==> src/rtl/jk_bank_pkg.sv <==
// Shared op codes and FSM state encodings for the JK flip-flop bank sequencer.
package jk_bank_pkg;

  typedef enum logic [1:0] {
    OP_LOAD   = 2'b00,
    OP_UP     = 2'b01,
    OP_DOWN   = 2'b10,
    OP_TOGGLE = 2'b11
  } op_e;

  typedef enum logic [1:0] {
    ST_IDLE = 2'b00,
    ST_RUN  = 2'b01,
    ST_DONE = 2'b10
  } state_e;

endpackage

==> src/rtl/jk_excite.sv <==
// JK excitation for a whole bank: set bits rising to n, clear bits falling, hold the rest.
module jk_excite #(
  parameter int unsigned WIDTH = 4
) (
  input  logic [WIDTH-1:0] n,
  input  logic [WIDTH-1:0] q,
  output logic [WIDTH-1:0] j,
  output logic [WIDTH-1:0] k
);

  always_comb begin
    j = n & ~q;
    k = ~n & q;
  end

endmodule

==> src/rtl/jk_bank_ctrl.sv <==
// Command sequencer driving J/K of a flip-flop bank (LOAD / UP / DOWN / TOGGLE).
// Optional abort input and aborted flag when JK_BANK_CTRL_ABORT_EN is defined.
module jk_bank_ctrl
  import jk_bank_pkg::*;
#(
  parameter int unsigned WIDTH = 4,
  parameter int unsigned LEN_W = 8
) (
  input  logic             clk,
  input  logic             rst_n,
  input  logic             cmd_valid,
  output logic             cmd_ready,
  input  logic [1:0]       cmd_op,
  input  logic [WIDTH-1:0] cmd_data,
  input  logic [LEN_W-1:0] cmd_len,
`ifdef JK_BANK_CTRL_ABORT_EN
  input  logic             abort,
  output logic             aborted,
`endif
  input  logic [WIDTH-1:0] q_i,
  output logic [WIDTH-1:0] j_o,
  output logic [WIDTH-1:0] k_o,
  output logic             busy,
  output logic             done
);

  state_e           state_q, state_d;
  op_e              op_q, op_d;
  logic [WIDTH-1:0] data_q, data_d;
  logic [LEN_W-1:0] rem_q, rem_d;
`ifdef JK_BANK_CTRL_ABORT_EN
  logic             aborted_q, aborted_d;
`endif

  logic [WIDTH-1:0] target;
  logic [WIDTH-1:0] j_ex, k_ex;

  // Per-cycle target follows the live bank state so UP/DOWN track what the bank really holds.
  always_comb begin
    unique case (op_q)
      OP_LOAD: target = data_q;
      OP_UP:   target = q_i + WIDTH'(1);
      OP_DOWN: target = q_i - WIDTH'(1);
      default: target = q_i;
    endcase
  end

  jk_excite #(
    .WIDTH(WIDTH)
  ) u_excite (
    .n(target),
    .q(q_i),
    .j(j_ex),
    .k(k_ex)
  );

  always_comb begin
    state_d   = state_q;
    op_d      = op_q;
    data_d    = data_q;
    rem_d     = rem_q;
    cmd_ready = 1'b0;
    busy      = (state_q != ST_IDLE);
    done      = 1'b0;
    j_o       = '0;
    k_o       = '0;
`ifdef JK_BANK_CTRL_ABORT_EN
    aborted_d = aborted_q;
    aborted   = 1'b0;
`endif

    unique case (state_q)
      ST_IDLE: begin
        cmd_ready = 1'b1;
        if (cmd_valid) begin
          op_d   = op_e'(cmd_op);
          data_d = cmd_data;
          if (op_e'(cmd_op) == OP_LOAD) begin
            rem_d   = LEN_W'(1);
            state_d = ST_RUN;
          end else if (cmd_len != '0) begin
            rem_d   = cmd_len;
            state_d = ST_RUN;
          end else begin
            rem_d   = '0;
            state_d = ST_DONE;
          end
        end
      end

      ST_RUN: begin
        rem_d = rem_q - LEN_W'(1);
        if (op_q == OP_TOGGLE) begin
          j_o = data_q;
          k_o = data_q;
        end else begin
          j_o = j_ex;
          k_o = k_ex;
        end
        if (rem_q == LEN_W'(1)) begin
          state_d = ST_DONE;
        end
`ifdef JK_BANK_CTRL_ABORT_EN
        // Abort masks excitation in the same cycle so the bank freezes at this edge.
        if (abort) begin
          j_o       = '0;
          k_o       = '0;
          aborted_d = 1'b1;
          state_d   = ST_DONE;
        end
`endif
      end

      ST_DONE: begin
        done    = 1'b1;
        state_d = ST_IDLE;
`ifdef JK_BANK_CTRL_ABORT_EN
        aborted   = aborted_q;
        aborted_d = 1'b0;
`endif
      end

      default: state_d = ST_IDLE;
    endcase
  end

  always_ff @(posedge clk or negedge rst_n) begin
    if (!rst_n) begin
      state_q   <= ST_IDLE;
      op_q      <= OP_LOAD;
      data_q    <= '0;
      rem_q     <= '0;
`ifdef JK_BANK_CTRL_ABORT_EN
      aborted_q <= 1'b0;
`endif
    end else begin
      state_q   <= state_d;
      op_q      <= op_d;
      data_q    <= data_d;
      rem_q     <= rem_d;
`ifdef JK_BANK_CTRL_ABORT_EN
      aborted_q <= aborted_d;
`endif
    end
  end

endmodule

==> config.mk <==
export PLATFORM = sky130hd
export DESIGN_NAME = jk_bank_ctrl
export DESIGN_NICKNAME = d
export VERILOG_FILES = /design/src/rtl/jk_bank_pkg.sv /design/src/rtl/jk_excite.sv /design/src/rtl/jk_bank_ctrl.sv
export SDC_FILE = /design/constraint.sdc
export NUM_CORES = 1
export LEC_CHECK = 0
export CORE_MARGIN = 8
export CORE_UTILIZATION = 44
export CTS_CLUSTER_SIZE = 24
export DETAILED_ROUTE_END_ITERATION = 8
export PLACE_DENSITY_LB_ADDON = 0.3
export REMOVE_ABC_BUFFERS = 1
export SYNTH_ARGS = -nofsm -noshare
export SYNTH_HDL_FRONTEND = slang
export SYNTH_HIERARCHICAL = 1
export SYNTH_SLANG_ARGS = --single-unit
==> constraint.sdc <==
create_clock -name clk -period 2.5 [get_ports clk]
set_clock_uncertainty 0.2 [all_clocks]
set_input_delay 0.5 -clock clk [delete_from_list [all_inputs] [get_ports clk]]
set_output_delay 0.5 -clock clk [all_outputs]
set_load 0.1 [all_outputs]
After elaboration in Yosys (flattened, before gate mapping)
Index checks and enable logic that the tools add are counted.
{"block": "totals", "regBits": 16, "latch_bits": 0, "mem_bits_rw": 0, "romBits": 0, "wordCells": 44, "n_memories": 0}
{"block": "op_classes", "add_sub_neg": 3, "mul": 0, "div": 0, "magnitude_cmp": 0, "eq_ne": 8, "n_shift": 0, "n_mux": 16, "bitwise": 4, "reduce_logical": 9}
{"op": "2-to-1 mux 8 bit", "count": 3}
{"op": "2-to-1 mux 4 bit", "count": 4}
{"op": "one-hot mux 8 bit (2 select lines)", "count": 1}
{"op": "one-hot mux 4 bit (3 select lines)", "count": 1}
{"op": "AND 4 bit", "count": 2}
{"op": "equality test 8 x 1 -> 1 bit (second input constant)", "count": 1}
{"op": "2-to-1 mux 2 bit", "count": 4}
{"op": "inverter 4 bit", "count": 2}
{"op": "nonzero test 8 bit", "count": 1}
{"op": "subtractor 8 x 1 -> 8 bit (second input constant)", "count": 1}
{"op": "equality test 2 bit (second input constant)", "count": 3}
{"op": "logical NOT 2 bit", "count": 3}
{"op": "AND reduction 2 bit", "count": 3}
{"op": "adder 4 x 1 -> 4 bit (second input constant)", "count": 1}
{"op": "equality test 2 x 1 -> 1 bit (second input constant)", "count": 2}
{"op": "!= test 2 bit (second input constant)", "count": 2}
{"op": "one-hot mux 2 bit (2 select lines)", "count": 1}
{"op": "nonzero test 2 bit", "count": 2}
{"op": "subtractor 4 x 1 -> 4 bit (second input constant)", "count": 1}
{"op": "2-to-1 mux 1 bit", "count": 2}

Logic depth before layout (Yosys ltp)
Gate-level depths: netlist of the first run.
{"block": "logic_depth", "ltp_word": 6, "ltp_mapped": 11, "ltp_nobuf": 11}

Cells and area by module
Netlist of the first run, hierarchy kept.
{"module": "jk_bank_ctrl", "n_inst": 1, "cells_each": 138, "area_each_um2": 1189.9, "seq_area_each_um2": 400.4}
{"module": "jk_excite", "n_inst": 1, "cells_each": 8, "area_each_um2": 70.1, "seq_area_each_um2": 0.0}

Least setup slack after synthesis of the first run
No wires, ideal clock.
{"block": "synth_path", "path_type": "reg2out", "from": "register op_q[0]", "to": "output k_o[3]", "arrival_ps": 3319, "slack_ps": -1519, "path_stages_with_launch": 11, "n_path_buf": 0, "path_cell_list": "dfrtp_1 inv_1 ha_1 ha_1 o211a_1 a211oi_1 nor4_1 nand3b_1 and2b_2 nand2b_1 a21oi_1"}
{"block": "synth_via", "elab_chain_len": 6, "elab_cells_between_ends": 9, "classes_between": "eq/ne (3); mux (3); bitwise (2); reduce/logical (1)"}
{"element": "start, declared", "line": "jk_bank_ctrl.sv:28", "rtl": "op_e op_q, op_d;"}
{"element": "start signal, assigned", "line": "jk_bank_ctrl.sv:138", "rtl": "op_q <= op_d;"}
{"element": "equality test 2 bit, or another cell as far along", "line": "jk_bank_ctrl.sv:40", "rtl": "unique case (op_q)"}
{"element": "one-hot mux 4 bit (3 select lines) *", "line": "jk_bank_ctrl.sv:40"}
{"element": "via target[3]", "line": "jk_bank_ctrl.sv:35", "rtl": "logic [WIDTH-1:0] target;"}
{"element": "inverter 4 bit *", "line": "jk_excite.sv:13", "rtl": "k = ~n & q;"}
{"element": "AND 4 bit *", "line": "jk_excite.sv:13"}
{"element": "via k_ex[3]", "line": "jk_bank_ctrl.sv:36", "rtl": "logic [WIDTH-1:0] j_ex, k_ex;"}
{"element": "2-to-1 mux 4 bit *", "line": "jk_bank_ctrl.sv:93", "rtl": "if (op_q == OP_TOGGLE) begin"}
{"element": "2-to-1 mux 4 bit *", "line": "jk_bank_ctrl.sv:72", "rtl": "unique case (state_q)"}
{"element": "end, declared", "line": "jk_bank_ctrl.sv:22", "rtl": "output logic [WIDTH-1:0] k_o,"}
The timed path passes the listed nets; every way through them passes the cells marked *.

Worst setup path after layout of the first run
{"block": "layout_path", "from": "register op_q[1]", "to": "output k_o[2]"}
Same word-level chain as after synthesis.

==> impl_results.html, run 1 <==
<table>
<tr><th>Metric</th><th>Value</th></tr>
<tr><th colspan="2">Die</th></tr>
<tr><td>Row count</td><td>19</td></tr>
<tr><td>Number of top-level design ports</td><td>32</td></tr>
<tr><td>Chip Height</td><td>69.51 um</td></tr>
<tr><td>Area inside the core boundary</td><td>0.002734 mm^2</td></tr>
<tr><td>Die footprint</td><td>0.004832 mm^2</td></tr>
<tr><td>Die Wd</td><td>69.51 um</td></tr>
<tr><td>Initial Util</td><td>0.4609</td></tr>
<tr><th colspan="2">Final layout</th></tr>
<tr><td>Number of diodes</td><td>0</td></tr>
<tr><td>Ratio of cells with drive above 1 in the final layout</td><td>0.3438</td></tr>
<tr><td>Area Overhead vs Synth</td><td>52.33%</td></tr>
<tr><td>Final-stage net count</td><td>223</td></tr>
<tr><th colspan="2">Drt</th></tr>
<tr><td>DR pass1 iterations</td><td>4</td></tr>
<tr><td>Post-detailed-routing wire length</td><td>3337 um</td></tr>
<tr><td>Routed wire per std cell</td><td>14.96 um</td></tr>
<tr><td>Post-route DRC violation count</td><td>0</td></tr>
<tr><td>Count of nets left with antenna violations after detail routing</td><td>0</td></tr>
<tr><td>Vias per std cell</td><td>5.583</td></tr>
<tr><td>Vias</td><td>1245</td></tr>
<tr><td>Number of design-rule violations left by the first detailed-router iteration</td><td>107</td></tr>
<tr><th colspan="2">Synth</th></tr>
<tr><td>Number of different library cells in the post-synthesis netlist</td><td>35</td></tr>
<tr><td>Seq/Total Area, Yosys</td><td>0.3178</td></tr>
<tr><td>Fraction of post-synthesis cell area in the top cell type by area</td><td>0.3178</td></tr>
<tr><td>Post-synth EDFFs</td><td>0</td></tr>
<tr><td>Most frequently used cell type in the post-synthesis netlist</td><td>dfrtp_1</td></tr>
<tr><td>Most common library cells after synthesis</td><td>dfrtp_1, nand2_1, a21oi_1, nand2b_1</td></tr>
<tr><td>Synthesized instance count</td><td>146</td></tr>
<tr><td>Top area cells in the synthesized netlist</td><td>dfrtp_1, ha_1, mux2_2</td></tr>
<tr><td>Fraction of registers with async set or reset after synthesis</td><td>1.000</td></tr>
<tr><td>Number of warning messages in the yosys log</td><td>6</td></tr>
<tr><td>Register bit total from synthesis</td><td>16</td></tr>
<tr><td>Library cell occupying the most area in the post-synthesis netlist</td><td>dfrtp_1</td></tr>
<tr><td>Ys flop type</td><td>dfrtp_1</td></tr>
<tr><td>Average cell area after synthesis</td><td>8.630 um^2</td></tr>
<tr><td>Post-synthesis instance area</td><td>0.001260 mm^2</td></tr>
<tr><th colspan="2">Placement</th></tr>
<tr><td>RD Place Congestion</td><td>0.9076</td></tr>
<tr><td>Number of input and output port buffers inserted</td><td>31</td></tr>
<tr><td>Worst setup timing slack at the placement stage</td><td>-0.8815 ns</td></tr>
<tr><td>HPWL after detailed placement</td><td>2654 um</td></tr>
<tr><th colspan="2">GRT</th></tr>
<tr><td>Total grt overflow</td><td>0</td></tr>
<tr><td>Initial antenna violation count</td><td>0</td></tr>
<tr><td>All-Layer GR Usage</td><td>0.1378</td></tr>
<tr><td>Pin count of the biggest net entering global routing</td><td>17</td></tr>
<tr><td>Wire length of the first global-routing pass</td><td>5809 um</td></tr>
<tr><td>Number of global-route vias before repair</td><td>1333</td></tr>
<tr><th colspan="2">CTS</th></tr>
<tr><td>Clock buffer count from CTS</td><td>3</td></tr>
<tr><td>Number of buffers on the longest clock path</td><td>2</td></tr>
<tr><td>Clock Tree Root</td><td>clkbuf_4</td></tr>
<tr><td>Number of sinks driven by the clock tree</td><td>16</td></tr>
<tr><td>Deepest level of the CTS H-tree</td><td>1</td></tr>
<tr><td>Worst skew pair latency</td><td>0.28 ns</td></tr>
<tr><td>TritonCTS clock tree</td><td>done</td></tr>
<tr><td>Clock-pin slew reported for the worst setup and hold paths after clock tree synthesis</td><td>0.08 ns</td></tr>
<tr><td>Cts hold-fix bufs</td><td>0</td></tr>
<tr><th colspan="2">Timing</th></tr>
<tr><td>Post-route clock period utilization</td><td>1.237</td></tr>
<tr><td>Final-report hold violation count</td><td>0</td></tr>
<tr><td>Setup TNS</td><td>-4.256 ns</td></tr>
<tr><td>Final-report max-slew violation count</td><td>0</td></tr>
<tr><td>Minimum clock period after layout</td><td>3.093 ns</td></tr>
<tr><td>Unrepaired setup endpoints after global routing</td><td>yes</td></tr>
<tr><td># setup viols final</td><td>8</td></tr>
<tr><td>Worst slew margin</td><td>0.5149</td></tr>
<tr><td>Worst Max-Slew Pin Slew</td><td>0.7254 ns</td></tr>
<tr><td>Fmax</td><td>0.3233 GHz</td></tr>
<tr><td>Setup ws final</td><td>-0.5928 ns</td></tr>
<tr><th colspan="2">Run status</th></tr>
<tr><td>Outcome</td><td>complete, but fails checks</td></tr>
<tr><td>Violated checks</td><td>negative setup slack</td></tr>
<tr><th colspan="2">Worst setup path</th></tr>
<tr><td>Minimum setup slack among reg-to-reg paths</td><td>0.64 ns</td></tr>
<tr><td>Worst setup EP type</td><td>primary output</td></tr>
<tr><td>Worst endpoint required time</td><td>1.80 ns</td></tr>
<tr><td>Arrival time worst endpoint</td><td>2.39 ns</td></tr>
<tr><td>Cell depth of the worst flop-to-flop path</td><td>4</td></tr>
<tr><td>Startpoint of the worst register-to-register path</td><td>state_q[1]</td></tr>
<tr><td>Critical Setup Path Class</td><td>flip-flop to primary output</td></tr>
<tr><td>Capture point of the worst reg-to-reg path</td><td>rem_q[7]</td></tr>
<tr><td>Kind of launch point of the worst setup path</td><td>flip-flop</td></tr>
<tr><td>Largest fanout on the critical path</td><td>2</td></tr>
<tr><th colspan="2">Hold path</th></tr>
<tr><td>Sink of the worst hold path</td><td>data_q[0]</td></tr>
<tr><td>Hold Crit Class</td><td>flip-flop to flip-flop</td></tr>
<tr><td>Min-Delay Path Depth</td><td>1</td></tr>
<tr><td>Origin of the worst min-delay path</td><td>data_q[0]</td></tr>
<tr><th colspan="2">Flow run</th></tr>
<tr><td>Max Cap Violations</td><td>0</td></tr>
</table>
-- cells by family (layout without fill, tap and decap cells) --
kind of cell             after synthesis  after routing  share of synthesized area
AO/OA/AOI/OAI                         36             36                     0.1778
multiplexers                           7              7                    0.06257
buffers and inverters                 11             57                    0.03476
adder cells (fa/ha/maj)                8              8                    0.07945
flip-flops                            16             16                     0.3178
AND/OR/NAND/NOR                       66             66                     0.3138
XOR/XNOR                               2              2                    0.01391
-- timing repair --
item                                   in CTS  in global routing
gates resized for setup                    20                  1
buffers inserted                            1                  0
setup endpoints to repair                   8                  8
endpoints found under the hold margin       0                  0
pin swaps                                  13                  8
-- sequential cells by signal, summed over array words and instances, names as in the netlist --
name,cells
rem_q,8
data_q,4
op_q,2
state_q,2
-- cell type report --
type                            instances  area [um^2]
Fill cell                             224        814.5
Clock buffer                            3        22.52
Tap cell                               31        38.79
Multi-Input combinational cell        119        885.9
Timing Repair Buffer                   48        549.3
Inverter                                6        22.52
Sequential cell                        16        400.4
-- worst max-delay path, stage by stage (launching register included) --
cell	delay, ns
dfrtp_1	0.42
ha_4	0.19
buf_6	0.11
xor2_1	0.13
ha_2	0.19
a21oi_2	0.12
xnor2_1	0.07
a22oi_1	0.14
o21ai_1	0.08
and2b_2	0.21
nand2b_1	0.06
a21oi_2	0.18
buf_12	0.19
-- per-layer routing --
layer | share of wire | global-route usage | wire length (um) | up-vias
li1 | - | - | - | 618
met1 | 0.42 | 0.1534 | 1406 | 586
met2 | 0.51 | 0.2459 | 1697 | 35
met3 | 0.058 | 0.05007 | 192 | 6
met4 | 0.012 | 0.02278 | 40 | 0
met5 | 0 | 0 | 0 | -
-- per-stage QoR --
step	util	hold slack, ns	cells	cell area [um^2]
2_1_floorplan	-	0.004409	141	1239
3_3_place_gp	0.6650	0.3287	219	1818
3_5_place_dp	0.6650	0.3407	219	1818
4_1_cts	0.7007	0.3622	223	1916
5_1_grt	0.7021	0.3848	223	1919
6_report	0.7021	0.3592	223	1919
-- worst max path at each step --
stage               depth (start not counted)     end     from
global route                               12  k_o[2]  op_q[1]
finish                                     12  k_o[2]  op_q[1]
detailed placement                         10  k_o[3]   q_i[2]
global placement                           10  k_o[3]   q_i[2]
floorplan                                  10  k_o[3]  op_q[0]
CTS                                        12  k_o[2]  op_q[1]
-- layout by cell type (no fill, tap or decap), types with 4 or more instances in the layout --
master	instances
clkdlybuf4s50_1	18
dfrtp_1	16
buf_4	16
nand2_1	14
buf_12	11
nand2b_1	9
a21oi_2	8
nor2_1	8
and2b_2	8
nand3_1	7
mux2_2	7
inv_1	5
a21oi_1	5
nor4_1	5
ha_1	5
o21ai_0	4
Power of run 1 is not shown: default switching activity piles up to over one toggle a cycle in this logic, so the estimate is an artifact.
==> run 2: changes to the inputs <==
- ABC_CLOCK_PERIOD_IN_PS: unset -> 3600
- CORE_UTILIZATION: 44 -> 52
- clock period: 2.5 -> 3.6 ns (I/O delays scaled with it)
==> impl_results.html, run 2 (synthesis results as in run 1) <==
<table>
<tr><th>Metric</th><th>Value</th></tr>
<tr><th colspan="2">Die</th></tr>
<tr><td>Die Wd</td><td>65.23 um (-6.2%)</td></tr>
<tr><td>Chip Height</td><td>65.23 um (-6.2%)</td></tr>
<tr><td>Initial Util</td><td>0.5278 (+0.06691)</td></tr>
<tr><td>Number of top-level design ports</td><td>32 (unchanged)</td></tr>
<tr><td>Die footprint</td><td>0.004254 mm^2 (-12%)</td></tr>
<tr><td>Row count</td><td>18 (-1)</td></tr>
<tr><td>Area inside the core boundary</td><td>0.002387 mm^2 (-13%)</td></tr>
<tr><th colspan="2">Final layout</th></tr>
<tr><td>Max FFs per register</td><td>8 (unchanged)</td></tr>
<tr><td>Register containing the most flip-flops in the final layout</td><td>rem_q</td></tr>
<tr><td>Area of combinational cells with multiple inputs</td><td>874.6 um^2 (-1.3%)</td></tr>
<tr><td>Highest-count cells in the layout ignoring fill and taps</td><td>clkdlybuf4s50_1, dfrtp_1, nand2_1, nand2b_1</td></tr>
<tr><td>Area Overhead vs Synth</td><td>41.91%</td></tr>
<tr><td>Number of diodes</td><td>0 (unchanged)</td></tr>
<tr><td>Design Area, Final</td><td>0.001788 mm^2 (-6.8%)</td></tr>
<tr><td>Final-stage net count</td><td>210 (-5.8%)</td></tr>
<tr><td>Ratio of cells with drive above 1 in the final layout</td><td>0.2833 (-0.06042)</td></tr>
<tr><td>Biggest registers after layout</td><td>rem_q: 8 flops, data_q: 4 flops</td></tr>
<tr><td>Final-layout fill cell count</td><td>173 (-23%)</td></tr>
<tr><td>Most common library cell in the layout ignoring fill and taps</td><td>clkdlybuf4s50_1</td></tr>
<tr><td>Sequential cell area</td><td>400.4 um^2 (unchanged)</td></tr>
<tr><th colspan="2">Placement</th></tr>
<tr><td>Number of input and output port buffers inserted</td><td>31 (unchanged)</td></tr>
<tr><td>Instance area at placement</td><td>0.001689 mm^2 (-7.1%)</td></tr>
<tr><td>RD Place Congestion</td><td>0.9187 (+1.2%)</td></tr>
<tr><td>HPWL after detailed placement</td><td>2488 um (-6.3%)</td></tr>
<tr><th colspan="2">Drt</th></tr>
<tr><td>Vias</td><td>1235 (-0.80%)</td></tr>
<tr><td>Count of nets left with antenna violations after detail routing</td><td>0 (unchanged)</td></tr>
<tr><td>Vias per std cell</td><td>5.881 (+5.3%)</td></tr>
<tr><td>Post-detailed-routing wire length</td><td>3336 um (about the same)</td></tr>
<tr><td>DR pass1 iterations</td><td>4 (unchanged)</td></tr>
<tr><td>Number of design-rule violations left by the first detailed-router iteration</td><td>63 (-41%)</td></tr>
<tr><td>Routed wire per std cell</td><td>15.89 um (+6.2%)</td></tr>
<tr><td>Post-route DRC violation count</td><td>0 (unchanged)</td></tr>
<tr><th colspan="2">Worst setup path</th></tr>
<tr><td>CP Cell Sequence</td><td>dlygate4sd2_1, ha_4, buf_4, a31oi_1, nor2b_1, o211ai_1, nand3b_1, and2b_2, nand2b_1, a21oi_2, buf_12</td></tr>
<tr><td>Largest fanout on the critical path</td><td>3 (+1)</td></tr>
<tr><td>Minimum setup slack among reg-to-reg paths</td><td>1.53 ns (+0.89 ns)</td></tr>
<tr><td>Startpoint of the worst register-to-register path</td><td>state_q[1]</td></tr>
<tr><td>Worst setup EP type</td><td>primary output</td></tr>
<tr><td>Kind of launch point of the worst setup path</td><td>input pin</td></tr>
<tr><td>Critical Setup Path Class</td><td>input pin to primary output</td></tr>
<tr><td>Cell depth of the worst flop-to-flop path</td><td>4 (unchanged)</td></tr>
<tr><td>Slowest cell on the critical path</td><td>dlygate4sd2_1</td></tr>
<tr><td>Worst endpoint required time</td><td>2.68 ns (+0.88 ns)</td></tr>
<tr><td>Capture point of the worst reg-to-reg path</td><td>rem_q[6]</td></tr>
<tr><td>Largest incremental delay on the critical path</td><td>0.27 ns (-0.15 ns)</td></tr>
<tr><td>Arrival time worst endpoint</td><td>2.50 ns (+0.11 ns)</td></tr>
<tr><th colspan="2">Hold path</th></tr>
<tr><td>Origin of the worst min-delay path</td><td>data_q[1]</td></tr>
<tr><td>Sink of the worst hold path</td><td>data_q[1]</td></tr>
<tr><td>Hold Crit Class</td><td>flip-flop to flip-flop</td></tr>
<tr><td>Min-Delay Path Depth</td><td>1 (unchanged)</td></tr>
<tr><th colspan="2">GRT</th></tr>
<tr><td>Number of global-route vias before repair</td><td>1314 (-1.4%)</td></tr>
<tr><td>All-Layer GR Usage</td><td>0.1611 (+0.02326)</td></tr>
<tr><td>Initial antenna violation count</td><td>0 (unchanged)</td></tr>
<tr><td>Wire length of the first global-routing pass</td><td>5685 um (-2.1%)</td></tr>
<tr><td>Pin count of the biggest net entering global routing</td><td>22 (+5)</td></tr>
<tr><td>Total grt overflow</td><td>0 (unchanged)</td></tr>
<tr><th colspan="2">Timing</th></tr>
<tr><td>Final-report hold violation count</td><td>0 (unchanged)</td></tr>
<tr><td>Fmax</td><td>0.2920 GHz</td></tr>
<tr><td>Worst slew margin</td><td>0.5250 (+0.01008)</td></tr>
<tr><td>Unrepaired setup endpoints after global routing</td><td>yes</td></tr>
<tr><td>Minimum clock period after layout</td><td>3.425 ns</td></tr>
<tr><td>Final-report max-slew violation count</td><td>0 (unchanged)</td></tr>
<tr><td># setup viols final</td><td>0 (-8)</td></tr>
<tr><td>Post-route clock period utilization</td><td>0.9513</td></tr>
<tr><td>Worst Max-Slew Pin Slew</td><td>0.7060 ns (-0.01936 ns)</td></tr>
<tr><th colspan="2">CTS</th></tr>
<tr><td>Clock Tree Root</td><td>clkbuf_4</td></tr>
<tr><td>Number of buffers on the longest clock path</td><td>2 (unchanged)</td></tr>
<tr><td>TritonCTS clock tree</td><td>done</td></tr>
<tr><td>Worst skew pair latency</td><td>0.29 ns (about the same)</td></tr>
<tr><td>Clock-pin slew reported for the worst setup and hold paths after clock tree synthesis</td><td>0.09 ns (about the same)</td></tr>
<tr><td>Number of sinks driven by the clock tree</td><td>16 (unchanged)</td></tr>
<tr><td>Setup bufs post-CTS</td><td>0 (-1)</td></tr>
<tr><td>Deepest level of the CTS H-tree</td><td>1 (unchanged)</td></tr>
<tr><td>Clock buffer count from CTS</td><td>3 (unchanged)</td></tr>
<tr><th colspan="2">Run status</th></tr>
<tr><td>Outcome</td><td>finished, final reports clean</td></tr>
<tr><th colspan="2">Flow run</th></tr>
<tr><td>Max Cap Violations</td><td>0 (unchanged)</td></tr>
</table>
## run 2: changes by cell type in the layout (fill, tap and decap cells not counted), sizes merged
cell | before | now
buf | 28 | 15
clkbuf | 3 | 4
clkdlybuf4s50 | 18 | 17
dlygate4sd2 | 2 | 1
dlymetal6s2s | 0 | 2
## run 2: per-layer routing
| layer | part of all wire | routed length, um | track usage |
|---|---|---|---|
| met1 | 0.41 | 1361 | 0.1780 |
| met2 | 0.51 | 1705 | 0.2964 |
| met3 | 0.066 | 220 | 0.04932 |
| met4 | 0.014 | 48 | 0.02997 |
| met5 | 0 | 0 | 0 |
## run 2: area by class of cell
| cell class | count | share of cell area |
|---|---|---|
| well taps | 30 | 0.02099 |
| inverters | 6 | 0.01260 |
| clock buffers | 4 | 0.02029 |
| repair buffers | 35 | 0.2330 |
| multi-input cells | 119 | 0.4892 |
| flip-flops and latches | 16 | 0.2239 |
## run 2: how the worst max path moves through the flow
stage	startpoint	end	slack, ns	depth (start not counted)
floorplan	q_i[2]	k_o[3]	-0.71	8
global placement	q_i[2]	k_o[3]	-0.13	10
detailed placement	q_i[2]	k_o[3]	-0.18	10
CTS	q_i[1]	k_o[2]	0.03	11
global route	op_q[0]	k_o[3]	-0.01	12
finish	q_i[2]	k_o[3]	0.18	11
## run 2: critical path: cells and delay by family
family | cells | cell delay [ns]
adder cells (fa/ha/maj) | 1 | 0.23
AO/OA/AOI/OAI | 3 | 0.49
AND/OR/NAND/NOR | 4 | 0.46
buffers and inverters | 3 | 0.61
## run 2: what timing repair did
item | CTS | global route
resized for setup | 8 | 10
hold buffers | 0 | 0
pin swaps | 4 | 5
setup endpoints to repair | 4 | 7
## run 2: stage by stage
step | cells | hold slack [ns] | util | worst slack (ns) | setup TNS [ns]
2_1_floorplan | 141 | 0.2244 | - | -0.7148 | -3.372
3_3_place_gp | 206 | 0.3241 | 0.7075 | -0.1340 | -0.2382
3_5_place_dp | 206 | 0.3406 | 0.7075 | -0.1839 | -0.5011
4_1_cts | 210 | 0.3648 | 0.7358 | 0.03045 | 0
5_1_grt | 210 | 0.3840 | 0.7490 | -0.01354 | -0.01354
6_report | 210 | 0.3661 | 0.7490 | 0.1751 | 0
Power of run 2 is left out for the same reason.
==> run 3: changes to the inputs <==
- ABC_AREA: unset -> 1
- CORE_UTILIZATION: 52 -> 53
==> impl_results.html, run 3 <==
<table>
<tr><th>Metric</th><th>Value</th></tr>
<tr><th colspan="2">Worst setup path</th></tr>
<tr><td>Arrival time worst endpoint</td><td>2.56 ns (+0.06 ns)</td></tr>
<tr><td>Worst endpoint required time</td><td>2.68 ns (about the same)</td></tr>
<tr><td>Critical Setup Path Class</td><td>flip-flop to primary output</td></tr>
<tr><td>Worst setup EP type</td><td>primary output</td></tr>
<tr><td>Largest fanout on the critical path</td><td>4 (+1)</td></tr>
<tr><td>Kind of launch point of the worst setup path</td><td>flip-flop</td></tr>
<tr><th colspan="2">CTS</th></tr>
<tr><td>TritonCTS clock tree</td><td>done</td></tr>
<tr><td>Number of sinks driven by the clock tree</td><td>16 (unchanged)</td></tr>
<tr><td>Clock buffer count from CTS</td><td>3 (unchanged)</td></tr>
<tr><td>Deepest level of the CTS H-tree</td><td>1 (unchanged)</td></tr>
<tr><td>Worst skew pair latency</td><td>0.29 ns (about the same)</td></tr>
<tr><td>Clock Tree Root</td><td>clkbuf_4</td></tr>
<tr><td>Number of buffers on the longest clock path</td><td>2 (unchanged)</td></tr>
<tr><td>Cts hold-fix bufs</td><td>0 (unchanged)</td></tr>
<tr><td>Clock-pin slew reported for the worst setup and hold paths after clock tree synthesis</td><td>0.09 ns (about the same)</td></tr>
<tr><th colspan="2">Synth</th></tr>
<tr><td>Library cell occupying the most area in the post-synthesis netlist</td><td>dfrtp_1</td></tr>
<tr><td>Synthesized instance count</td><td>195 (+34%)</td></tr>
<tr><td>Seq/Total Area, Yosys</td><td>0.3092 (-0.008597)</td></tr>
<tr><td>Share of synthesized cell area in full adder, half adder and majority cells</td><td>0.07729 (-0.002149)</td></tr>
<tr><td>Most frequently used cell type in the post-synthesis netlist</td><td>nand2_1</td></tr>
<tr><td>Largest family of logic cells by synthesized area</td><td>simple AND/OR/NAND/NOR gates</td></tr>
<tr><td>Post-synthesis instance area</td><td>0.001295 mm^2 (+2.8%)</td></tr>
<tr><td>Fraction of the mapped netlist area in simple logic gates</td><td>0.3237 (+0.009868)</td></tr>
<tr><td>Number of different library cells in the post-synthesis netlist</td><td>28 (-20%)</td></tr>
<tr><td>Synthesized-area fraction occupied by xor and xnor cells</td><td>0.01353 (-0.0003761)</td></tr>
<tr><td>Top area cells in the synthesized netlist</td><td>dfrtp_1, nand2_1, inv_1</td></tr>
<tr><td>Register bit total from synthesis</td><td>16 (unchanged)</td></tr>
<tr><td>Average cell area after synthesis</td><td>6.641 um^2 (-23%)</td></tr>
<tr><td>Ys flop type</td><td>dfrtp_1</td></tr>
<tr><td>Post-synth EDFFs</td><td>0 (unchanged)</td></tr>
<tr><td>Compound-cell area share of the yosys netlist</td><td>0.1517 (-0.02606)</td></tr>
<tr><td>Mux share of post-synthesis cell area</td><td>0 (-0.06256)</td></tr>
<tr><td>Most common library cells after synthesis</td><td>nand2_1, inv_1, a21oi_1, dfrtp_1, nor2_1</td></tr>
<tr><td>Fraction of post-synthesis cell area in the top cell type by area</td><td>0.3092 (-0.008597)</td></tr>
<tr><td>Number of warning messages in the yosys log</td><td>6 (unchanged)</td></tr>
<tr><td>Fraction of registers with async set or reset after synthesis</td><td>1.000 (unchanged)</td></tr>
<tr><th colspan="2">Drt</th></tr>
<tr><td>Count of nets left with antenna violations after detail routing</td><td>0 (unchanged)</td></tr>
<tr><td>Routed wire per std cell</td><td>14.25 um (-10%)</td></tr>
<tr><td>Vias</td><td>1398 (+13%)</td></tr>
<tr><td>Post-detailed-routing wire length</td><td>3777 um (+13%)</td></tr>
<tr><td>Vias per std cell</td><td>5.275 (-10%)</td></tr>
<tr><td>Post-route DRC violation count</td><td>0 (unchanged)</td></tr>
<tr><td>Number of design-rule violations left by the first detailed-router iteration</td><td>96 (+52%)</td></tr>
<tr><td>DR pass1 iterations</td><td>4 (unchanged)</td></tr>
<tr><th colspan="2">Placement</th></tr>
<tr><td>Number of input and output port buffers inserted</td><td>31 (unchanged)</td></tr>
<tr><td>HPWL after detailed placement</td><td>2850 um (+15%)</td></tr>
<tr><td>Post-placement cell count</td><td>257 (+25%)</td></tr>
<tr><td>Instance area at placement</td><td>0.001730 mm^2 (+2.4%)</td></tr>
<tr><td>RD Place Congestion</td><td>0.8202 (-11%)</td></tr>
<tr><th colspan="2">Timing</th></tr>
<tr><td>Minimum clock period after layout</td><td>3.476 ns (+0.05124 ns)</td></tr>
<tr><td>Fmax</td><td>0.2877 GHz (-1.5%)</td></tr>
<tr><td>Final-report hold violation count</td><td>0 (unchanged)</td></tr>
<tr><td>Final-report max-slew violation count</td><td>0 (unchanged)</td></tr>
<tr><td>Unrepaired setup endpoints after global routing</td><td>yes</td></tr>
<tr><td>Worst Max-Slew Pin Slew</td><td>0.7040 ns (-0.002043 ns)</td></tr>
<tr><td>Post-route clock period utilization</td><td>0.9656 (+0.01423)</td></tr>
<tr><td>Worst hold margin</td><td>0.3181 ns (-0.04803 ns)</td></tr>
<tr><td># setup viols final</td><td>0 (unchanged)</td></tr>
<tr><td>Worst slew margin</td><td>0.5292 (+0.004232)</td></tr>
<tr><th colspan="2">Run status</th></tr>
<tr><td>Outcome</td><td>finished, final reports clean</td></tr>
<tr><th colspan="2">Final layout</th></tr>
<tr><td>Area Overhead vs Synth</td><td>42.80%</td></tr>
<tr><td>Register containing the most flip-flops in the final layout</td><td>rem_q</td></tr>
<tr><td>Post-Layout Cell Count</td><td>265 (+26%)</td></tr>
<tr><td>Sequential cell area</td><td>401.6 um^2 (+0.31%)</td></tr>
<tr><td>Biggest registers after layout</td><td>rem_q: 8 flops, data_q: 4 flops</td></tr>
<tr><td>Final-layout fill cell count</td><td>178 (+2.9%)</td></tr>
<tr><td>Final-stage net count</td><td>266 (+27%)</td></tr>
<tr><td>Post-layout util</td><td>0.7746 (+0.02568)</td></tr>
<tr><td>Ratio of cells with drive above 1 in the final layout</td><td>0.2170 (-0.06631)</td></tr>
<tr><td>Highest-count cells in the layout ignoring fill and taps</td><td>nand2_1, inv_1, clkdlybuf4s50_1, nor2_1, dfrtp_1</td></tr>
<tr><td>Number of diodes</td><td>0 (unchanged)</td></tr>
<tr><td>Max FFs per register</td><td>8 (unchanged)</td></tr>
<tr><td>Design Area, Final</td><td>0.001849 mm^2 (+3.4%)</td></tr>
<tr><td>Most common library cell in the layout ignoring fill and taps</td><td>nand2_1</td></tr>
<tr><td>Area of combinational cells with multiple inputs</td><td>794.5 um^2 (-9.2%)</td></tr>
<tr><th colspan="2">GRT</th></tr>
<tr><td>Pin count of the biggest net entering global routing</td><td>17 (-23%)</td></tr>
<tr><td>Number of global-route vias before repair</td><td>1481 (+13%)</td></tr>
<tr><td>Wire length of the first global-routing pass</td><td>6382 um (+12%)</td></tr>
<tr><td>Initial antenna violation count</td><td>0 (unchanged)</td></tr>
<tr><td>Total grt overflow</td><td>0 (unchanged)</td></tr>
<tr><td>All-Layer GR Usage</td><td>0.1830 (+0.02195)</td></tr>
<tr><th colspan="2">Die</th></tr>
<tr><td>Area inside the core boundary</td><td>0.002387 mm^2 (unchanged)</td></tr>
<tr><td>Chip Height</td><td>65.43 um (+0.31%)</td></tr>
<tr><td>Die Wd</td><td>65.43 um (+0.31%)</td></tr>
<tr><td>Die footprint</td><td>0.004281 mm^2 (+0.63%)</td></tr>
<tr><td>Initial Util</td><td>0.5425 (+0.01468)</td></tr>
<tr><td>Row count</td><td>18 (unchanged)</td></tr>
<tr><td>Number of top-level design ports</td><td>32 (unchanged)</td></tr>
<tr><th colspan="2">Hold path</th></tr>
<tr><td>Hold Crit Class</td><td>flip-flop to flip-flop</td></tr>
<tr><th colspan="2">Flow run</th></tr>
<tr><td>Max Cap Violations</td><td>0 (unchanged)</td></tr>
</table>
[run 3: cell count changes in the layout (fill, tap and decap cells not counted), moves of 6 or more]
| cell | change |
|---|---|
| and2b_2 | -8 |
| buf_4 | +6 |
| inv_1 | +28 |
| mux2_2 | -7 |
| nand2_1 | +36 |
| nand2b_1 | -9 |
| nor2_1 | +7 |
[run 3: kinds of logic after synthesis]
logic type	count (synthesis)
buf+inv	41
flops	16
compound gates	34
fa+ha+maj	8
xor+xnor	2
simple gates	94
[run 3: worst paths after layout]
path / from / end / slack (ns) / cells after the start
worst min-delay path: data_q[3] / data_q[3] / 0.32 / 2
worst min register to register: data_q[3] / data_q[3] / 0.32 / 2
worst max-delay path: op_q[0] / j_o[2] / 0.12 / 15
worst max register to register: state_q[0] / rem_q[6] / 1.96 / 7
min in group asynchronous: rst_n / rem_q[3] / 0.65 / 1
max in group asynchronous: rst_n / op_q[1] / 2.07 / 1
[run 3: metal layers]
layer	part of all wire	GRT usage	vias to the layer above	wire, um
met1	0.38	0.1853	646	1420
met4	0.028	0.1063	0	106
met2	0.56	0.3395	41	2110
met3	0.037	0.03571	11	140
met5	0	0	-	0
li1	-	-	700	-
[run 3: repair_timing]
item | 4_1_cts | 5_1_grt
cloned | 0 | 0
resized for setup | 7 | 17
endpoints found under the setup margin | 4 | 3
pin swaps | 3 | 7
setup buffers | 1 | 4
[run 3: per-stage QoR]
stage / setup WS (ns) / setup TNS [ns]
global route: -0.07306 / -0.09313
floorplan: -0.5086 / -2.496
finish: 0.1239 / 0
detailed placement: -0.2458 / -0.3122
CTS: 0.008147 / 0
global placement: 0.005449 / 0
[run 3: area by class of cell]
class,instances,area share
repair buffers,41,0.2456
clock buffers,3,0.01218
multi-input cells,138,0.4296
well taps,30,0.02030
flip-flops and latches,16,0.2172
inverters,37,0.07510
[run 3: worst max-delay path: stages (launching register included)]
cell,delay (ns)
dfrtp_1,0.40
inv_2,0.10
ha_4,0.16
nand2_2,0.06
and2_1,0.16
ha_2,0.17
inv_2,0.05
nand2_2,0.06
a21oi_2,0.15
o21ai_2,0.07
a21oi_2,0.15
inv_1,0.09
nor2_2,0.15
nand2_1,0.09
a21oi_2,0.20
buf_12,0.20
Power of run 3 is left out for the same reason.
==> edit 1 (config.mk and constraints of run 1) <==
Add a define of `JK_BANK_CTRL_ABORT_EN`.
--- a/src/rtl/jk_bank_ctrl.sv
+++ b/src/rtl/jk_bank_ctrl.sv
@@ -2,2 +2,4 @@
 // Optional abort input and aborted flag when JK_BANK_CTRL_ABORT_EN is defined.
+`define JK_BANK_CTRL_ABORT_EN
+
 module jk_bank_ctrl
Interface: changed (added abort and aborted); port bits go from 32 to 34. The function was not compared with the original's and may differ.
==> edit 1 against run 1 <==
  * The flow still finishes with violations (setup timing)
  * Synthesized cell count increased by 10%
  * Non-clock buffer count increased by 3
  * Wire length increased by 12%
  * Design area increased by 6.3%
  * Die area increased by 5.7%
  * Worst setup slack got worse by 23 ps
  * Sequential share of layout area about the same
  * Synthesized area increased by 7.4%
  * Sequential cell count increased by 1
==> edit 1: results (changes against run 1) <==
Parameter                              Value

Finish
  Proportion of layout cells with a drive suffix above 1    0.311 (-0.0327)
  Post-layout net count    240 (+7.6%)
  Count of filler cells inserted in the layout    239 (+6.7%)
  Biggest registers after layout    rem_q (8), data_q (4)

CTS
  Number of buffers on the longest clock path    2 (unchanged)
  Worst skew pair latency    290 ps
  CTS Hold Buffers Added    0 (unchanged)
  Maximum level of the CTS H-tree    1 (unchanged)
  Clock buffers created by TritonCTS    3 (unchanged)
  Clock transition at the registers of the reported paths    100 ps (+20 ps)

Place
  Inst Count DP    236 (+7.8%)
  Sum of net half-perimeters after detailed placement    2.79 mm (+5.1%)
  Placement Cell Area    0.00192 mm² (+5.7%)
  Routability Congestion    0.930 (+2.5%)
  Port Buffers    33 (+6.5%)
  Setup WS pre-CTS    -960 ps (-78.8 ps)

Synth
  Synthesis-stage register bit count    17 (+1)
  Parity-gate share of the synthesized area counting xor and xnor cells    0.0129 (-0.000964)
  Warning count from the yosys run    6 (unchanged)
  Area fraction in compound gates after synthesis    0.216 (+0.0385)
  Cells after synthesis    161 (+10%)
  Number of distinct library cell variants in the gate-level netlist after synthesis    42 (+20%)
  Proportion of register bits with asynchronous set or reset after synthesis    1.00 (unchanged)
  Largest cells by area after synthesis    sky130_fd_sc_hd__dfrtp_1 (31%), sky130_fd_sc_hd__ha_1 (7.4%), sky130_fd_sc_hd__a21oi_1 (5.9%)
  Proportion of synthesized chip area in sequential cells    0.314 (-0.00354)
  Leading cell types by count after synthesis    sky130_fd_sc_hd__dfrtp_1 (17), sky130_fd_sc_hd__nand2_1 (17), sky130_fd_sc_hd__a21oi_1 (16)
  Adder-cell share of the synthesized area    0.0739 (-0.00551)
  Mux share of post-synthesis cell area    0.0656 (+0.00306)

Critical path
  Worst-path fanout max    2 (unchanged)
  Endpoint arrival time on the critical path    2420 ps (+30 ps)
  Crit path max-delay family    compound AO/OA/AOI/OAI gates
  Internal reg-to-reg setup slack    550 ps (-90 ps)
  Worst path slowest cell    sky130_fd_sc_hd__dfrtp_1
  Largest stage delay, worst path    380 ps (-40 ps)

Outcome
  Run status    complete, but fails checks
  Violated checks    setup timing

Power and ir drop
  Maximum vdd drop    947 µV
  Static power due to leakage    0.904 nW

Detailed routing
  Routed len/inst    15.4 µm (+3.2%)
  Antenna Nets Post-Route    0 (unchanged)
  Via-per-instance ratio    5.76 (+3.2%)
  Count of TritonRoute iterations in the first routing pass    5 (+1)
  Number of vias after detailed routing    1394 (+12%)
  Number of DRC violations after detailed-routing iteration 0    86 (-20%)

GRT
  Global-route wire length before repair    6.07 mm (+4.5%)
  Largest net degree at the start of global routing    18 (+1)
  Number of antenna violations at the first check in global routing    0 (unchanged)
  Global-route total usage across every layer    0.144 (+0.00652)

Timing
  Tightest Pin Transition    549 ps (-177 ps)
  Worst Slack Setup Final    -616 ps (-23.2 ps)
  Number of failing setup endpoints in the final timing report    8 (unchanged)
  Final-layout setup total negative slack    -4420 ps (-161 ps)

Worst hold path
  Path category of the worst min-delay check    primary input to asynchronous set/reset pin
==> edit 1: area by class of cell <==
cell class,instances,area [µm²],area share
tap,33,41.3,0.0202
timing repair buffer,51,591,0.290
inverter,11,41.3,0.0202
multi-input combinational,126,915,0.448
sequential,17,425,0.209
clock buffer,4,26.3,0.0129
==> edit 1: what timing repair did <==
| action | 4_1_cts | 5_1_grt |
|---|---|---|
| setup endpoints to repair | 8 | 8 |
| gates cloned | 0 | 0 |
| pin swaps | 6 | 7 |
| buffers inserted | 1 | 1 |
| gates resized for setup | 10 | 8 |
==> edit 1: per-stage QoR <==
| step | utilization | hold WS [ps] |
|---|---|---|
| final | 0.685 | 313 |
| after global routing | 0.685 | 316 |
| after CTS | 0.671 | 314 |
| after detailed placement | 0.645 | 313 |
| after global placement | 0.645 | 283 |
| after floorplan | - | 4.41 |
==> edit 1: kinds of logic (layout without fill, tap and decap cells) <==
group           after synthesis  after routing
simple gates                 62             62
buf+inv                      18             66
flops                        17             17
mux                           8              8
fa+ha+maj                     8              8
compound gates               46             46
xor+xnor                      2              2
==> edit 1: metal layers <==
layer,vias up,track usage,part of all wire
met5,-,0,0
met4,0,0.0476,0.014
met3,6,0.0488,0.062
met2,52,0.252,0.51
met1,669,0.160,0.42
li1,667,-,-
==> edit 1: report_power, final <==
group,internal (mW),switching [mW]
registers,0.410,0.113
logic,0.924,1.21
clock network,0.0622,0.0881
==> edit 1: path summary, 6_finish.rpt <==
kind,start,endpoint,depth (start not counted)
worst max-delay path,op_q[0],k_o[3],11
worst min-delay path,rst_n,rem_q[4],2
worst max register to register,state_q[0],rem_q[6],5
worst min register to register,aborted_q,aborted_q,2
max in group asynchronous,rst_n,data_q[1],2
min in group clk,aborted_q,aborted_q,2
==> edit 2 (flow settings as in run 1) <==
Without the edit above. Take the reset off `data_q` and load it in a clocked block of its own.
--- a/src/rtl/jk_bank_ctrl.sv
+++ b/src/rtl/jk_bank_ctrl.sv
@@ -130,3 +130,2 @@
       op_q      <= OP_LOAD;
-      data_q    <= '0;
       rem_q     <= '0;
@@ -138,3 +137,2 @@
       op_q      <= op_d;
-      data_q    <= data_d;
       rem_q     <= rem_d;
@@ -146,2 +144,6 @@
 
+  always_ff @(posedge clk) begin
+    data_q <= data_d;
+  end
+
 endmodule
Function: no difference found for any inputs over 10 cycles, from zero or initial values and one cycle with rst_n low; that may be too few to reach the edited logic, so the function may still have changed.
==> edit 2 against run 1 <==
  * The run still ends with setup timing left
  * Synthesized cell count is the same
  * First-iteration DRC count is 33% lower
  * Synthesized area grew 0.79%
  * Wire length grew 1.4%
  * Die area rose by 0.62%
  * Design area rose by 2.0%
  * Worst setup slack lost 63 ps
  * Sequential cell count unchanged
  * Register-to-register slack worse by 210 ps
  * Global-route usage down 0.27 points
  * Core utilization up 0.76 points
  * Critical path type is now primary input to output pin
  * Critical endpoint unchanged
  * Highest routed layer unchanged
==> edit 2: results (changes against run 1) <==
Parameter                              Value

Outcome
  Run status    complete, but fails checks
  Violated checks    setup timing

Finish
  Count of filler cells inserted in the layout    206 (-8.0%)
  Biggest registers after layout    rem_q (8), data_q (4)
  Post-layout net count    224 (+0.45%)
  Proportion of layout cells with a drive suffix above 1    0.352 (+0.00858)

Timing
  Tightest Pin Transition    597 ps (-128 ps)
  Final-layout setup total negative slack    -4370 ps (-112 ps)
  Worst Slack Setup Final    -656 ps (-63.4 ps)
  Final hold slack    347 ps (-12.1 ps)
  Number of failing setup endpoints in the final timing report    8 (unchanged)

GRT
  Number of antenna violations at the first check in global routing    0 (unchanged)
  Vias in the first global route    1313 (-1.5%)
  Global-route wire length before repair    5.73 mm (-1.4%)
  Largest net degree at the start of global routing    13 (-4)
  Global-route total usage across every layer    0.135 (-0.00274)

Place
  Setup WS pre-CTS    -908 ps (-26.2 ps)
  Routability Congestion    0.909 (+0.19%)
  Sum of net half-perimeters after detailed placement    2.69 mm (+1.5%)
  Placement Cell Area    0.00182 mm² (+0.21%)

Power and ir drop
  Seq. pwr    471 µW
  Clk pwr share    0.046

Critical path
  Capture point of the worst reg-to-reg path    rem_q[5]
  Launching instance or port of the critical path    q_i[1]
  Worst path slowest cell    sky130_fd_sc_hd__clkdlybuf4s50_1
  Crit path max-delay family    buffers and inverters
  Internal reg-to-reg setup slack    430 ps (-210 ps)
  Endpoint arrival time on the critical path    2460 ps (+70 ps)
  Worst reg-to-reg path cell count    5 (+1)

Synth
  Area fraction in compound gates after synthesis    0.180 (+0.00254)
  Number of enable flip-flop cells after synthesis    4 (+4)
  Adder-cell share of the synthesized area    0.0788 (-0.000626)
  Leading cell types by count after synthesis    sky130_fd_sc_hd__nand2_1 (15), sky130_fd_sc_hd__a21oi_1 (13), sky130_fd_sc_hd__dfrtp_1 (12)
  Proportion of register bits with asynchronous set or reset after synthesis    0.750 (-0.250)
  Combinational family with the most area after synthesis    simple AND/OR/NAND/NOR gates
  Proportion of synthesized chip area in sequential cells    0.331 (+0.0133)
  Mux share of post-synthesis cell area    0.00887 (-0.0537)
  Number of distinct library cell variants in the gate-level netlist after synthesis    44 (+26%)
  Largest cells by area after synthesis    sky130_fd_sc_hd__dfrtp_1 (24%), sky130_fd_sc_hd__edfxtp_1 (9.5%), sky130_fd_sc_hd__ha_1 (7.9%)

Worst hold path
  End of the worst hold path    rem_q[6]
  Hold depth    2 (+1)
  Hold path startpoint    rem_q[6]

Detailed routing
  Total wire length    3.38 mm (+1.4%)
  Routed len/inst    15.1 µm (+0.96%)
  Via-per-instance ratio    5.56 (-0.37%)
  Number of DRC violations after detailed-routing iteration 0    72 (-33%)

CTS
  Number of setup buffers added after CTS    2 (+1)
  Quantity of gates resized following cts    15 (-25%)
  CTS Root Buffer Type    sky130_fd_sc_hd__clkbuf_4
## edit 2: cell count changes in the layout (fill, tap and decap cells not counted), moves of 3 or more
cell | run 1 | this run
sky130_fd_sc_hd__nand3_1 | 7 | 1
sky130_fd_sc_hd__o21ai_0 | 4 | 1
sky130_fd_sc_hd__mux2_2 | 7 | 1
sky130_fd_sc_hd__o21ai_1 | 2 | 8
sky130_fd_sc_hd__edfxtp_1 | 0 | 4
sky130_fd_sc_hd__dfrtp_1 | 16 | 12
sky130_fd_sc_hd__nor4_1 | 5 | 1
## edit 2: layout make-up
type	instances	area [µm²]	area share
multi-input cells	117	881	0.450
repair buffers	50	568	0.290
flip-flops and latches	16	420	0.215
well taps	31	38.8	0.0198
inverters	7	26.3	0.0134
clock buffers	3	22.5	0.0115
## edit 2: metal layers
layer | vias to the layer above | track usage | part of all wire
li1 | 616 | - | -
met1 | 590 | 0.146 | 0.41
met2 | 36 | 0.251 | 0.52
met3 | 4 | 0.0300 | 0.057
met4 | 0 | 0.0446 | 0.0092
met5 | - | 0 | 0
